### src/rtl/rv_defines.sv
// rv_defines: shared bypass select and pipeline stage-entry types
package rv_defines;
    localparam int RV_REG_W = 5;
    typedef struct packed {
        logic alu2;
        logic write;
        logic wr_back;
    } ctrl_rs_bp_t;
    typedef struct packed {
        logic                valid;
        logic [RV_REG_W-1:0] rd;
        logic                load;
    } bp_entry_t;
    function automatic logic entry_match(input logic [RV_REG_W-1:0] rs, input bp_entry_t e);
        return (rs != '0) && e.valid && (e.rd == rs);
    endfunction
endpackage

### src/rtl/rv_bypass_match.sv
// rv_bypass_match: maps one source register against the three in-flight writers to a bypass select
module rv_bypass_match
    import rv_defines::*;
(
    input  logic [RV_REG_W-1:0] i_rs,
    input  bp_entry_t           i_alu1,
    input  bp_entry_t           i_alu2,
    input  bp_entry_t           i_wr,
    output ctrl_rs_bp_t         o_sel,
    output logic                o_load_hit
);
    logic m_alu1, m_alu2, m_wr;
    assign m_alu1 = entry_match(i_rs, i_alu1);
    assign m_alu2 = entry_match(i_rs, i_alu2);
    assign m_wr   = entry_match(i_rs, i_wr);
    // youngest producer wins
    always_comb begin
        o_sel.alu2    = m_alu1;
        o_sel.write   = !m_alu1 && m_alu2;
        o_sel.wr_back = !m_alu1 && !m_alu2 && m_wr;
    end
    assign o_load_hit = m_alu1 && i_alu1.load;
endmodule

### src/rtl/rv_bypass_ctrl.sv
// rv_bypass_ctrl: operand bypass select and load-use stall for the alu1 operands
module rv_bypass_ctrl
    import rv_defines::*;
#(
    parameter int REG_W = RV_REG_W
) (
    input  logic             i_clk,
    input  logic             i_reset_n,
    input  logic             i_dec_valid,
    input  logic [REG_W-1:0] i_dec_rs1,
    input  logic [REG_W-1:0] i_dec_rs2,
    input  logic [REG_W-1:0] i_dec_rd,
    input  logic             i_dec_rd_wr,
    input  logic             i_dec_load,
    input  logic             i_hold,
    input  logic             i_flush,
    output ctrl_rs_bp_t      o_bp1,
    output ctrl_rs_bp_t      o_bp2,
    output logic             o_stall
);
    bp_entry_t   alu1_q, alu1_d, alu2_q, alu2_d, wr_q, wr_d, dec_e;
    ctrl_rs_bp_t bp1_q, bp1_d, bp2_q, bp2_d, sel1, sel2;
    logic        hit1, hit2, bubble;

    rv_bypass_match u_m1 (
        .i_rs(i_dec_rs1), .i_alu1(alu1_q), .i_alu2(alu2_q), .i_wr(wr_q),
        .o_sel(sel1), .o_load_hit(hit1)
    );
    rv_bypass_match u_m2 (
        .i_rs(i_dec_rs2), .i_alu1(alu1_q), .i_alu2(alu2_q), .i_wr(wr_q),
        .o_sel(sel2), .o_load_hit(hit2)
    );

    assign o_stall = i_dec_valid && !i_flush && (hit1 || hit2);
    assign bubble  = i_flush || o_stall || !i_dec_valid;

    always_comb begin
        dec_e.valid = !bubble && i_dec_rd_wr && (i_dec_rd != '0);
        dec_e.rd    = i_dec_rd;
        dec_e.load  = i_dec_load;
        alu1_d      = alu1_q;
        alu2_d      = alu2_q;
        wr_d        = wr_q;
        bp1_d       = bp1_q;
        bp2_d       = bp2_q;
        if (!i_hold) begin
            wr_d   = alu2_q;
            alu2_d = alu1_q;
            alu1_d = dec_e;
            bp1_d  = bubble ? '0 : sel1;
            bp2_d  = bubble ? '0 : sel2;
        end
    end

    always_ff @(posedge i_clk) begin
        if (!i_reset_n) begin
            alu1_q <= '0;
            alu2_q <= '0;
            wr_q   <= '0;
            bp1_q  <= '0;
            bp2_q  <= '0;
        end else begin
            alu1_q <= alu1_d;
            alu2_q <= alu2_d;
            wr_q   <= wr_d;
            bp1_q  <= bp1_d;
            bp2_q  <= bp2_d;
        end
    end

    assign o_bp1 = bp1_q;
    assign o_bp2 = bp2_q;
endmodule

### config.mk
export PLATFORM = sky130hd
export DESIGN_NAME = rv_bypass_ctrl
export DESIGN_NICKNAME = d
export VERILOG_FILES = /design/src/rtl/rv_defines.sv /design/src/rtl/rv_bypass_match.sv /design/src/rtl/rv_bypass_ctrl.sv
export SDC_FILE = /design/constraint.sdc
export NUM_CORES = 1
export LEC_CHECK = 0
export CAP_MARGIN = 10
export CELL_PAD_IN_SITES_DETAIL_PLACEMENT = 0
export CELL_PAD_IN_SITES_GLOBAL_PLACEMENT = 1
export CORE_MARGIN = 4
export CORE_UTILIZATION = 30
export DETAILED_ROUTE_END_ITERATION = 7
export HOLD_SLACK_MARGIN = 0.05
export PLACE_DENSITY_LB_ADDON = 0.1
export SETUP_SLACK_MARGIN = 0.05
export SLEW_MARGIN = 5
export SYNTH_ARGS = -nofsm -noshare
export SYNTH_HDL_FRONTEND = slang
export SYNTH_SLANG_ARGS = --single-unit
### constraint.sdc
create_clock -name i_clk -period 1.4 [get_ports i_clk]
set_input_delay 0.14 -clock i_clk [delete_from_list [all_inputs] [get_ports i_clk]]
set_output_delay 0.14 -clock i_clk [all_outputs]
set_load 0.01 [all_outputs]
==> flow_summary.toml, run 1 <==
[run_status]
outcome = "finished, violations left"
violations = "setup timing"

[detailed_routing]
avgRoutedWirePerCell_um = 14.9
first_pass_iters = 4
drt-initial-drc-count = 28
antenna_left = 0
totalWireLength_um = 3970
drc_errors = 0
viasPerCell = 4.77
dr_total_vias = 1269

[critical_path]
cp.depth = 7
path_delay_family = "simple AND/OR/NAND/NOR gates"
crit_chain = "clkdlybuf4s15_1, or4_4, o211ai_2, nor3_2, o21ai_1, nor2_1, buf_2"
cp_slowest_cell = "or4_4"
critPathMaxFanout = 2
worst_path_largest_cell_delay_ps = 500
worstPathArrival_ps = 1530
crit_required_ps = 1260
ff2ff_path_depth = 6
critical_path_class = "input port to output port"
startpoint_type = "input port"
cp-end-kind = "output port"
critPathBufInv = 2

[floorplan]
ioPinCount = 29
fp.dieW_um = 76.0
initial_core_util_pct = 31.5
die-area_mm2 = 0.00578
coreArea_mm2 = 0.00441
std_cell_rows = 24
die-height_um = 76.0

[grt]
grt_use_total_pct = 13.2
grt_pass1_wl_um = 6230
gr-usage-met3_pct = 2.36
first_global_vias = 1285
grt-ovfl-total = 0
top_usage_layer = "met2"
antenna_found_initial = 0
gr-usage-met1_pct = 16.8
grt_max_degree = 15
grt.met2_usage_pct = 22.9

[power_and_ir_drop]
swShare_pct = 26.6
p_leak_nw = 0.964
power.combinational.fraction_pct = 24.3
power_mw = 1.57
power.density_mw_per_mm2 = 676
p_sw_mw = 0.417
clockPowerShare_pct = 27.6
seq_power_share_pct = 48.1
internal_power_mw = 1.15
vdd_drop_max_mv = 0.334

[cts]
ctsHtreeMaxLevel = 1
root_buffer = "clkbuf_8"
clock-sinks = 25
holdBufCountCts = 0
cts_tree = "done"
clock_latency_ps = 270
clock_path_buffers = 2
numCtsBuffers = 3
clkSlewWorstSetupHoldPaths_ps = 80

[sta]
finalSetupViolations = 8
fmax_ghz = 0.599
worst_pin_slew_ps = 338
maxSlewViolCount = 0
timing.hold.ws_ps = 481
slew_headroom_pct = 77.3
finalHoldViolations = 0
finalCritPeriodShare_pct = 119
fin_ws_ps = -268
rsz0062_at_grt = "yes"
fin_crit_ps = 1670
clock_skew_ps = 4.10

[synthesis]
syn_inst = 142
synth_area_mm2 = 0.00139
ys_seq_area_share_pct = 36.0
syn_nets = 164
synth_cell_type_count = 32
avgSynthCellArea_um2 = 9.78
synth_seq_cells = 25
yosysWarningCount = 0

[hold_path]
hold_path_class = "flip-flop to flip-flop"
whs_path_depth = 1

[cells_and_area]
layout-drive-gt1-share_pct = 43.5
final_nets = 237
fin_area_mm2 = 0.00232
diodes = 0
fillers = 394
final_cell_mix = "buf_4 (41), nor2b_1 (20), mux2i_1 (18), clkdlybuf4s50_1 (17), dfxtp_1 (16)"
final_common_cell = "buf_4"
syn2layout_area_growth_pct = 67.2
multiInputGateArea_mm2 = 0.00105
final_util_pct = 52.6
instances_no_fill = 266
register_area_um2 = 522

[place]
io_buffers = 28
place_area_mm2 = 0.00200
placed_cells_incl_taps = 254
hpwl_um = 2910
place.gp.congestion = 0.822

[job]
cap_violations = 0
## registers in the layout, summed over array words and instances (netlist names)
name	cells
alu2_q	6
wr_q	6
o_bp2	3
alu1_q	7
o_bp1	3
## through the flow
step / setup slack, ps / setup TNS (ps)
after floorplan: 52.5 / 0
after global placement: -875 / -4830
after detailed placement: -861 / -4840
after CTS: -242 / -516
after global routing: -414 / -1310
final: -268 / -691
## area by class of cell
class | count | share of cell area (%)
clock buffers | 4 | 1.94
well taps | 52 | 2.80
inverters | 1 | 0.162
repair buffers | 75 | 27.5
flip-flops and latches | 25 | 22.5
multi-input cells | 109 | 45.2
## final timing paths
check | slack, ps | to | from
max | -270 | o_stall | i_dec_rs1[3]
min | 480 | o_bp2[1] | o_bp2[1]
max reg2reg | -60 | o_bp2[1] | alu1_q[3]
min reg2reg | 480 | o_bp2[1] | o_bp2[1]
## power groups by stage
stage          registers, mW  clock network [mW]  logic, mW
6_report               0.755               0.433      0.381
5_1_grt                0.759               0.476      0.410
4_1_cts                0.754               0.453      0.350
3_5_place_dp           0.769                   0      0.316
3_3_place_gp           0.769                   0      0.315
2_1_floorplan          0.765                   0      0.147
## repair_timing
item	4_1_cts	5_1_grt
gates cloned	0	0
pin swaps	21	14
gates resized for setup	66	18
setup endpoints to repair	8	8
setup buffers	5	5
## Yosys cell counts, drive strengths merged
master	number	share of area, %
inv	1	0.27
o21ai	1	0.36
nand4	2	0.90
xor2	12	7.6
nor3b	1	0.54
nor4	3	1.4
nor3	4	1.4
clkbuf	5	1.4
xnor2	18	11
a22oi	2	1.1
nand3	2	0.72
o211ai	2	1.8
nor2	5	1.7
nand2b	1	0.45
o311a	1	0.72
a31o	2	1.3
a31oi	2	0.90
mux2i	18	13
a22o	1	0.63
or4	4	2.7
or3	1	0.45
nor2b	20	9.0
dfxtp	25	36
and3	2	0.90
and2	2	0.90
nand2	1	0.27
a32o	2	1.6
buf	2	0.63
## layer usage
layer  wire (um)  up-vias
met5           0        -
met4          42        0
met3          86        6
met2        2040       17
met1        1790      600
li1            -      646
## kinds of logic (layout without fill, tap and decap cells)
kind of cell              after synthesis  count (layout)  synth area share (%)
xor gates and xnor gates               30              30                  18.9
buffers and inverters                   8              80                  2.34
AOI/OAI and AO/OA                      13              13                  8.38
muxes                                  18              18                  13.0
DFF                                    25              25                  36.0
and+or+nand+nor                        48              48                  21.4
No activity file was read; power rests on OpenSTA's default activity.
==> run 2: changes to the inputs <==
--- a/config.mk
+++ b/config.mk
@@ -5,7 +5,7 @@
 export SDC_FILE = /design/constraint.sdc
 export NUM_CORES = 1
 export LEC_CHECK = 0
-export CAP_MARGIN = 10
+export CAP_MARGIN = 20
 export CELL_PAD_IN_SITES_DETAIL_PLACEMENT = 0
 export CELL_PAD_IN_SITES_GLOBAL_PLACEMENT = 1
 export CORE_MARGIN = 4
@@ -14,6 +14,7 @@
 export HOLD_SLACK_MARGIN = 0.05
 export PLACE_DENSITY_LB_ADDON = 0.1
 export SETUP_SLACK_MARGIN = 0.05
+export SKIP_LAST_GASP = 1
 export SLEW_MARGIN = 5
 export SYNTH_ARGS = -nofsm -noshare
 export SYNTH_HDL_FRONTEND = slang
==> constraint.sdc (replaced) <==
create_clock -name i_clk -period 1.4 [get_ports i_clk]
set_input_delay 0.35 -clock i_clk [delete_from_list [all_inputs] [get_ports i_clk]]
set_output_delay 0.35 -clock i_clk [all_outputs]
set_load 0.01 [all_outputs]
==> run 2 against run 1 <==
  * The flow still finishes with violations (setup timing)
  * Largest power group unchanged
  * Routed wire length decreased by 4.9%
  * Total power decreased by 2.2%
  * Largest cell class unchanged
  * Clock power decreased by 3%
  * Die area unchanged
  * Core utilization decreased by 2.6 points
  * Critical endpoint unchanged
  * Worst hold slack got worse by 93 ps
  * Global-route usage about the same
==> flow_summary.toml, run 2 (synthesis gave the netlist of run 1 again) <==
[sta]
timing.hold.ws_ps = 388
fmax_ghz = 0.503
fin_crit_ps = 1990
worst_pin_slew_ps = 356
clock_skew_ps = 2.44
finalCritPeriodShare_pct = 142
finalHoldViolations = 0
slew_headroom_pct = 76.1
setup-tns-final_ps = -1380
rsz0062_at_grt = "yes"
maxSlewViolCount = 0
fin_ws_ps = -587
finalSetupViolations = 7

[power_and_ir_drop]
power.density_mw_per_mm2 = 696
vdd_drop_max_mv = 0.583
power_mw = 1.54
p_leak_nw = 0.988

[cells_and_area]
final_cell_mix = "buf_4 (43), dfxtp_1 (21), nor2b_1 (20), mux2i_1 (18), xnor2_1 (13)"
top_register = "alu1_q"
register_area_um2 = 505
multiInputGateArea_mm2 = 0.00102
syn2layout_area_growth_pct = 58.8
largest_register_ffs = 7
final_util_pct = 50.0
diodes = 0
final_nets = 233
instances_no_fill = 262
fillers = 430
reg_top3 = "alu1_q: 7 flops, alu2_q: 6 flops, wr_q: 6 flops"
layout-drive-gt1-share_pct = 41.4
fin_area_mm2 = 0.00221
final_common_cell = "buf_4"

[grt]
grt_pass1_wl_um = 6280
grt_use_total_pct = 13.2
antenna_found_initial = 0
grt_max_degree = 14
grt-ovfl-total = 0
first_global_vias = 1320

[place]
hpwl_um = 3050
dp_slack_ps = -1300
io_buffers = 28
place_area_mm2 = 0.00203
placed_cells_incl_taps = 257
place.gp.congestion = 0.809

[cts]
clock-sinks = 25
numCtsBuffers = 3
clock_path_buffers = 2
holdBufCountCts = 0
clkSlewWorstSetupHoldPaths_ps = 80
root_buffer = "clkbuf_8"
cts_tree = "done"
clock_latency_ps = 260
ctsHtreeMaxLevel = 1

[hold_path]
hold_path_class = "input port to flip-flop"
whs_path_depth = 3

[detailed_routing]
antenna_left = 0
dr_total_vias = 1210
first_pass_iters = 4
avgRoutedWirePerCell_um = 14.4
drt-initial-drc-count = 60
viasPerCell = 4.62
drc_errors = 0
totalWireLength_um = 3770

[floorplan]
fp.dieW_um = 76.0
coreArea_mm2 = 0.00441
die-area_mm2 = 0.00578
die-height_um = 76.0
std_cell_rows = 24
ioPinCount = 29
initial_core_util_pct = 31.5

[job]
cap_violations = 0

[critical_path]
worstPathArrival_ps = 1640
cp-end-kind = "output port"
critical_path_class = "input port to output port"
ff2ff_path_depth = 5
critPathMaxFanout = 2
startpoint_type = "input port"
crit_required_ps = 1050

[run_status]
outcome = "finished, violations left"
violations = "setup timing"
[run 2: worst paths after layout]
| check | from | endpoint | slack (ps) |
|---|---|---|---|
| worst max-delay path | i_dec_rs2[3] | o_stall | -590 |
| worst min register to register | o_bp2[1] | o_bp2[1] | 490 |
| worst min-delay path | i_dec_rd[0] | alu1_q[1] | 390 |
| worst max register to register | wr_q[3] | o_bp2[0] | -150 |
[run 2: layer usage]
layer	track usage, %	up-vias	wire length [um]	part of all wire (%)
met5	0	-	0	0
met4	2.67	0	40	1.1
met1	16.8	556	1720	46
met2	22.9	16	1910	51
li1	-	634	-	-
met3	2.72	4	100	2.7
[run 2: critical path, cell delays in order]
cell	delay [ps]
buf_6	90
or4_4	550
o211ai_4	220
nor3_4	80
o21ai_2	160
nor2_1	60
buf_2	130
[run 2: report_power, final]
part	internal, mW	leakage (nW)	switching, mW	total (mW)
Combinational	0.207	0.761	0.150	0.357
Clock	0.203	0.0228	0.219	0.422
Sequential	0.731	0.205	0.0254	0.756
[run 2: area by class of cell]
class	instances	share of cell area [%]
inverter	1	0.170
sequential	25	22.9
multi-input combinational	109	46.1
timing repair buffer	71	25.9
tap	52	2.95
clock buffer	4	2.04
[run 2: what timing repair did]
item,4_1_cts,5_1_grt
endpoints found under the setup margin,14,8
setup buffers,9,2
endpoints found under the hold margin,0,0
resized for setup,53,26
pin swaps,12,9
==> run 3: changes to the inputs <==
--- a/config.mk
+++ b/config.mk
@@ -9,7 +9,7 @@
 export CELL_PAD_IN_SITES_DETAIL_PLACEMENT = 0
 export CELL_PAD_IN_SITES_GLOBAL_PLACEMENT = 1
 export CORE_MARGIN = 4
-export CORE_UTILIZATION = 30
+export CORE_UTILIZATION = 34
 export DETAILED_ROUTE_END_ITERATION = 7
 export HOLD_SLACK_MARGIN = 0.05
 export PLACE_DENSITY_LB_ADDON = 0.1
==> run 3 against run 2 <==
  * The flow still finishes with violations (setup timing)
  * Worst hold slack gained 61 ps
  * Clock skew rose by 1.8 ps
  * Total power up 2.0%
  * Critical endpoint unchanged
  * Largest cell class unchanged
  * Highest routed layer unchanged
==> flow_summary.toml, run 3 (synthesis gave the netlist of run 1 again) <==
[detailed_routing]
wl_met2_um = 1840
drt-met1-wl_um = 1720
dr_total_vias = 1254
totalWireLength_um = 3740
viasPerCell = 4.84
top_layer = "met4"
drc_errors = 0
antenna_left = 0
avgRoutedWirePerCell_um = 14.5
first_pass_iters = 4
drt-initial-drc-count = 38
dr_wl_met3_um = 123

[sta]
setup-tns-final_ps = -1660
fin_ws_ps = -553
worst_pin_slew_ps = 458
fin_crit_ps = 1950
rsz0062_at_grt = "yes"
maxSlewViolCount = 0
finalCritPeriodShare_pct = 140
slew_headroom_pct = 69.2
finalHoldViolations = 0
fmax_ghz = 0.512
finalSetupViolations = 6
timing.hold.ws_ps = 449
clock_skew_ps = 4.23

[power_and_ir_drop]
seq_power_share_pct = 48.1
p_leak_nw = 0.991
swShare_pct = 26.8
p_sw_mw = 0.420
power.combinational.fraction_pct = 23.8
internal_power_mw = 1.15
power.density_mw_per_mm2 = 686
vdd_drop_max_mv = 0.338
clockPowerShare_pct = 28.1
power_mw = 1.57

[cells_and_area]
instances_no_fill = 259
layout-drive-gt1-share_pct = 45.5
final_nets = 234
diodes = 0
register_area_um2 = 510
syn2layout_area_growth_pct = 64.3
multiInputGateArea_mm2 = 0.00105
top_register = "alu1_q"
final_common_cell = "buf_4"
reg_top3 = "alu1_q: 7 flops, alu2_q: 6 flops, wr_q: 6 flops"
largest_register_ffs = 7
fillers = 316
fin_area_mm2 = 0.00228
final_cell_mix = "buf_4 (40), nor2b_1 (20), mux2i_1 (18), dfxtp_1 (17), xnor2_1 (14)"

[place]
hpwl_um = 2980
io_buffers = 28
placed_cells_incl_taps = 251
place.gp.congestion = 0.894
place_area_mm2 = 0.00201

[cts]
clock_latency_ps = 270
numCtsBuffers = 3
cts_tree = "done"
clkSlewWorstSetupHoldPaths_ps = 90
clock-sinks = 25
clock_path_buffers = 2
root_buffer = "clkbuf_8"
ctsHtreeMaxLevel = 1

[critical_path]
critical_path_class = "input port to output port"
rrSetupSlack_ps = -160
path_delay_family = "simple AND/OR/NAND/NOR gates"
startpoint_type = "input port"
crit_required_ps = 1050
cp_slowest_cell = "or4_4"
worst_path_largest_cell_delay_ps = 530
critPathMaxFanout = 2
crit_chain = "buf_6, or4_4, o211ai_2, nor3_2, o21ai_2, nor2_1, buf_2"
cp-end-kind = "output port"
worstPathArrival_ps = 1600
critPathBufInv = 2

[floorplan]
die-height_um = 71.9
fp.dieW_um = 71.9
initial_core_util_pct = 36.6
ioPinCount = 29
std_cell_rows = 22
coreArea_mm2 = 0.00380
die-area_mm2 = 0.00517

[grt]
grt-ovfl-total = 0
grt_pass1_wl_um = 6150
first_global_vias = 1269
antenna_found_initial = 0
grt_use_total_pct = 15.4
grt_max_degree = 16

[hold_path]
hold_path_class = "input port to flip-flop"

[run_status]
violations = "setup timing"
outcome = "finished, violations left"

[job]
cap_violations = 0
-- run 3: cell types whose count changed in the layout (fill, tap and decap cells not counted), sizes merged --
cell,delta
clkbuf,-2
buf,+2
clkdlybuf4s50,-1
dlygate4sd2,-1
clkinvlp,+1
clkdlybuf4s15,+3
dlymetal6s2s,-1
-- run 3: power by group through the flow --
stage	combinational, mW	clock [mW]	sequential (mW)
finish	0.372	0.441	0.753
global placement	0.314	0	0.767
floorplan	0.151	0	0.765
detailed placement	0.321	0	0.767
global route	0.399	0.490	0.757
CTS	0.341	0.464	0.750
-- run 3: worst min-delay path, delay by kind of cell --
| family | cells | cell delay [ps] |
|---|---|---|
| and+or+nand+nor | 1 | 90 |
| buffers and inverters | 1 | 180 |
| muxes | 1 | 60 |
-- run 3: routing by layer --
layer	track usage, %	vias up
met5	0	-
met4	6.26	0
met3	2.35	5
met2	25.4	21
met1	20.1	586
li1	-	642
-- run 3: final timing paths --
kind / start / end / depth (start not counted)
max: i_dec_rs2[2] / o_stall / 7
min: i_dec_rd[0] / alu1_q[1] / 3
max reg2reg: alu1_q[1] / o_bp1[1] / 8
min reg2reg: o_bp2[1] / o_bp2[1] / 1
-- run 3: area by class of cell --
class,count,area share (%)
Clock buffer,3,1.81
Multi-Input combinational cell,109,46.2
Inverter,1,0.164
Timing Repair Buffer,72,26.5
Tap cell,48,2.63
Clock inverter,1,0.329
Sequential cell,25,22.4
-- run 3: what timing repair did --
action,4_1_cts,5_1_grt
hold buffers,0,0
buffers inserted,1,3
gates resized for setup,80,22
endpoints found under the setup margin,14,8
pin swaps,20,14
-- run 3: stage by stage --
| step | worst slack [ps] | utilization [%] |
|---|---|---|
| after floorplan | -317 | - |
| after global placement | -1260 | 52.8 |
| after detailed placement | -1290 | 52.8 |
| after CTS | -600 | 56.8 |
| after global routing | -600 | 60.1 |
| final | -553 | 60.1 |
